## src/rtl/clock_core.sv

```systemverilog
// rtl/clock_core.sv - time-of-day counter with prescaled tick and field-wise set (option: CLOCK_CORE_SEC_CLEAR_EN)
module clock_core #(
    parameter int CLK_DIV = 4,
    parameter int HOUR    = 24,
    parameter int MINUTE  = 60,
    parameter int SECOND  = 60
) (
    input  logic       clk,
    input  logic       rst,
    input  logic       en,
    input  logic       set_mode,
    input  logic [2:0] signal_increase,
    input  logic [2:0] signal_decrease,
    output logic [7:0] cur_second,
    output logic [7:0] cur_minute,
    output logic [7:0] cur_hour,
    output logic       tick,
    output logic       day_wrap
);

    localparam logic [15:0] PRESC_MAX = 16'(CLK_DIV - 1);
    localparam logic [7:0]  SEC_MAX   = 8'(SECOND - 1);
    localparam logic [7:0]  MIN_MAX   = 8'(MINUTE - 1);
    localparam logic [7:0]  HOUR_MAX  = 8'(HOUR - 1);

    typedef enum logic [1:0] {
        ST_STOP,
        ST_RUN,
        ST_SET
    } state_t;

    state_t      state;
    state_t      next_state;
    logic [15:0] presc;
    logic [2:0]  inc_vec;
    logic [2:0]  dec_vec;
    logic        update;
    logic [7:0]  sec_base;
    logic [7:0]  sec_n;
    logic [7:0]  min_n;
    logic [7:0]  hour_n;
    logic        wrap_n;
`ifdef CLOCK_CORE_SEC_CLEAR_EN
    logic        leave_set;
`endif

    // Single-step wrap-around adjust of one field; up wins over down.
    function automatic logic [7:0] adjust_field(input logic [7:0] val, input logic [7:0] max,
                                                input logic up, input logic down);
        if (up)
            return (val == max) ? 8'd0 : val + 8'd1;
        else if (down)
            return (val == 8'd0) ? max : val - 8'd1;
        else
            return val;
    endfunction

    // State register; the mode takes effect on the same edge its inputs are sampled.
    always_ff @(posedge clk or posedge rst) begin
        if (rst)
            state <= ST_STOP;
        else
            state <= next_state;
    end

    // Mode decode and pulse selection: any increase bit masks the whole decrease vector.
    always_comb begin
        next_state = ST_STOP;
        inc_vec    = 3'b000;
        dec_vec    = 3'b000;
        if (set_mode)
            next_state = ST_SET;
        else if (en)
            next_state = ST_RUN;
        if (next_state == ST_SET) begin
            if (|signal_increase)
                inc_vec = signal_increase;
            else
                dec_vec = signal_decrease;
        end
    end

    assign update = (next_state == ST_RUN) && (presc == PRESC_MAX);

`ifdef CLOCK_CORE_SEC_CLEAR_EN
    assign leave_set = (state == ST_SET) && (next_state != ST_SET);
`endif

    // Next time value: full carry ripple on a counted update, independent field adjust otherwise.
    always_comb begin
        sec_base = cur_second;
`ifdef CLOCK_CORE_SEC_CLEAR_EN
        if (leave_set)
            sec_base = 8'd0;
`endif
        sec_n  = sec_base;
        min_n  = cur_minute;
        hour_n = cur_hour;
        wrap_n = 1'b0;
        if (update) begin
            if (sec_base == SEC_MAX) begin
                sec_n = 8'd0;
                if (cur_minute == MIN_MAX) begin
                    min_n = 8'd0;
                    if (cur_hour == HOUR_MAX) begin
                        hour_n = 8'd0;
                        wrap_n = 1'b1;
                    end else begin
                        hour_n = cur_hour + 8'd1;
                    end
                end else begin
                    min_n = cur_minute + 8'd1;
                end
            end else begin
                sec_n = sec_base + 8'd1;
            end
        end else begin
            sec_n  = adjust_field(sec_base, SEC_MAX, inc_vec[0], dec_vec[0]);
            min_n  = adjust_field(cur_minute, MIN_MAX, inc_vec[1], dec_vec[1]);
            hour_n = adjust_field(cur_hour, HOUR_MAX, inc_vec[2], dec_vec[2]);
        end
    end

    // Prescaler: counts in RUN, holds in STOP, cleared while setting.
    always_ff @(posedge clk or posedge rst) begin
        if (rst) begin
            presc <= 16'd0;
        end else begin
            case (next_state)
                ST_SET:  presc <= 16'd0;
                ST_RUN:  presc <= update ? 16'd0 : presc + 16'd1;
                default: presc <= presc;
            endcase
        end
    end

    // Time registers and the registered update strobes.
    always_ff @(posedge clk or posedge rst) begin
        if (rst) begin
            cur_second <= 8'd0;
            cur_minute <= 8'd0;
            cur_hour   <= 8'd0;
            tick       <= 1'b0;
            day_wrap   <= 1'b0;
        end else begin
            cur_second <= sec_n;
            cur_minute <= min_n;
            cur_hour   <= hour_n;
            tick       <= update;
            day_wrap   <= wrap_n;
        end
    end

endmodule

```

## config.mk

```make
export PLATFORM = sky130hd
export DESIGN_NAME = clock_core
export DESIGN_NICKNAME = d
export VERILOG_FILES = /design/src/rtl/clock_core.sv
export SDC_FILE = /design/constraint.sdc
export NUM_CORES = 1
export LEC_CHECK = 0
export BUFFER_PORTS_ARGS = -buffer_cell sky130_fd_sc_hd__buf_2
export CAP_MARGIN = 25
export CORE_ASPECT_RATIO = 1.5
export CORE_MARGIN = 1
export CORE_UTILIZATION = 60
export CTS_BUF_LIST = sky130_fd_sc_hd__clkbuf_16
export CTS_CLUSTER_SIZE = 16
export DETAILED_ROUTE_END_ITERATION = 6
export GPL_ROUTABILITY_DRIVEN = 0
export HOLD_SLACK_MARGIN = 0.08
export PLACE_DENSITY_LB_ADDON = 0.12
export SLEW_MARGIN = 0
export SYNTH_ARGS = -nofsm -noshare
export SYNTH_HDL_FRONTEND = slang
export SYNTH_SLANG_ARGS = --single-unit
```

## constraint.sdc

```tcl
create_clock -name clk -period 4.7 [get_ports clk]
set_input_delay 0.47 -clock clk [delete_from_list [all_inputs] [get_ports clk]]
set_output_delay 0.47 -clock clk [all_outputs]
set_load 0.01 [all_outputs]
```

==> summary.txt <==
Die
  • Initial Util: 0.619
  • Core Area: ~4800 um^2
  • Num ports: 36
  • Die H: around 90 um
  • Die area: approximately 5300 um^2
  • # rows: 31
  • Die W: 59.5 um

Clock network
  • Postcts setup bufs: 0
  • CTS tree: done
  • Clock buffer depth: 2
  • CTS buffer count: 5
  • Clock-pin slew on the worst setup and hold paths: 0.06 ns
  • H-tree depth: 2
  • Clk sinks: 42
  • Post-CTS Hold Buffers: 0
  • CTS root buffer: clkbuf_16
  • CTS resizes: 0
  • Worst skew pair latency: about 0.28 ns

Global routing
  • First-pass GRT wire length: approximately 11000 um
  • Grt ovf: 0
  • GRT Total Usage: 0.274
  • Initial antenna violation count: 0
  • Largest net degree at the start of global routing: 43
  • Vias in the first global route: ~2500

Routing
  • Routed WL per cell: between 10 and 15 um
  • Total wire length: between 6000 and 7000 um
  • Initial detailed-routing violation count: between 150 and 200
  • First-pass DRT Iterations: 4
  • Vias post-DR: roughly 2800
  • Remaining DRCs: 0
  • Via density per instance: around 6.1
  • ANT nets after route: 0

STA
  • Fmax: between 300 and 400 MHz
  • Setup total negative slack: 0 ns
  • Crit path time final: ~2.5 ns
  • Slew Limit Fails: 0
  • Final Hold Viols: 0
  • Worst rel slew slack: 0.337
  • Period Utilization, post-route: 0.540
  • Setup Skew: about 0.0021 ns
  • Actual slew at the worst max-slew pin: around 0.99 ns
  • RSZ-0062 raised after global routing: no
  • Final setup fails: 0

Yosys
  • Synth async-reset ratio: 1.00
  • EDFF count, synth: 0
  • Yosys reg bits: 42
  • Commonest cells in the netlist: nand2_1, dfrtp_1, o21ai_0
  • Syn Nets: approximately 380
  • Register area share after synthesis: 0.353
  • Synth Instances: ~360
  • Cell with the most instances after synthesis: nand2_1
  • Synth area leader: dfrtp_1
  • Post-Syn Area per Cell: slightly above 8 um^2
  • Cell variety after synth: 62
  • Area share of the largest cell type after synthesis: 0.353
  • Top FF cell, synth: dfrtp_1
  • Synthesis warning total: 0
  • Synthesized cell area: a little under 3000 um^2
  • Dominant cells by area after synthesis: dfrtp_1, o21ai_0, nand2_1

Layout
  • Nets: 406
  • Footprint of the multi-input gates: roughly 1800 um^2
  • Fin util: 0.686
  • Fraction of layout cells with a size suffix above 1: 0.149
  • Fill cells: between 400 and 500
  • FF/Latch Area: between 1000 and 1500 um^2
  • # diodes: 0
  • Area Overhead vs Synth: 10.8%

Critical path
  • WP data arrival: around 2.7 ns
  • R2r setup slk: 2.16 ns
  • CP Launch Type: flip-flop
  • Worst EP required: roughly 4.8 ns
  • Slowest stage delay, CP: slightly above 0.8 ns
  • Worst path slowest cell: o21ai_1
  • Critical-path maximum fanout: 13
  • Crit path buf inv count: 0
  • Crit path kind: flip-flop to flip-flop
  • Crit-path leading delay family: compound AO/OA/AOI/OAI gates
  • Endpoint type of the worst setup path: flip-flop
  • Crit-path cells: ha_1 -> nor4b_2 -> nand3_2 -> o21ai_1 -> a21oi_1 -> a32oi_1 -> o31ai_1

Placement
  • PortBufs: 35
  • Dpl hpwl: 4780 um

Min path
  • Min-delay worst type: input pin to async pin

Power and ir drop
  • Pwr Density: 429 nW/um^2
  • Maximum vdd drop: roughly 0.28 mV
  • Leakage: 1.34 nW
  • Power, Total: approximately 1.4 mW

Outcome
  • Status: completed

Flow run
  • Max_cap viols: 0
==> metrics by stage <==
step	cells	cell area [um^2]	hold WS, ns	worst slack, ns
detailed placement	448	3170	0.524	2.18
global placement	448	3170	0.515	2.24
floorplan	361	2980	0.494	2.68
finish	454	3300	0.317	2.16
CTS	454	3300	0.347	2.17
global route	454	3300	0.381	1.88
==> routing by layer <==
| metal | GRT usage | up-vias | routed length (um) |
|---|---|---|---|
| li1 | - | 1392 | - |
| met1 | 0.350 | 1290 | 2990 |
| met2 | 0.463 | 87 | 3370 |
| met3 | 0.0409 | 11 | 277 |
| met4 | 0.104 | 0 | 125 |
| met5 | 0 | - | 0 |
==> power breakdown <==
group          switching, mW  internal, mW
combinational          0.262         0.215
clock                  0.129         0.189
sequential             0.175         0.445
total                  0.567         0.849
==> final timing paths <==
path / start / endpoint / cells after the start
max: presc[0] / cur_hour[3] / 7
min: rst / cur_hour[1] / 3
max reg2reg: presc[0] / cur_hour[3] / 7
min reg2reg: cur_second[7] / cur_second[7] / 1
max in group asynchronous: rst / presc[12] / 3
min in group clk: cur_second[7] / cur_second[7] / 1
==> registers in the layout, indices dropped and copies added, names as in the netlist <==
register    cells
cur_hour        8
cur_minute      8
cur_second      8
day_wrap        1
presc          16
tick            1
==> worst reg2reg max path, stage by stage, from the launching register on <==
cell	delay, ns
dfrtp_1	0.40
ha_1	0.27
nor4b_2	0.25
nand3_2	0.19
o21ai_1	0.81
a21oi_1	0.16
a32oi_1	0.23
o31ai_1	0.08
==> kinds of logic (layout without fill, tap and decap cells) <==
group           Yosys count  in the layout  synth area share
compound gates          102            102             0.216
xor+xnor                 10             10            0.0294
fa+ha+maj                 7              7            0.0294
buf+inv                  28             55            0.0408
flops                    42             42             0.353
mux                       7              7            0.0244
simple gates            165            165             0.307
==> layout by cell type, fill, tap and decap left out, types with 5 or more instances in the layout <==
master	count
a21oi_1	13
a31oi_1	8
buf_2	35
clkbuf_16	5
dfrtp_1	42
ha_1	7
inv_1	13
mux2i_1	5
nand2_1	44
nand2b_1	6
nand3_1	19
nor2_1	24
nor2b_1	6
nor3_1	12
nor4_1	8
o21ai_0	38
o31ai_1	9
or3_1	8
xor2_1	8
==> layout make-up <==
type                    instances  share of cell area
inverters                      13              0.0148
multi-input cells             291               0.547
well taps                      66              0.0250
flip-flops and latches         42               0.319
clock buffers                   5              0.0379
repair buffers                 36              0.0554
clock inverters                 1             0.00114
(Power assumes the default switching activity.)
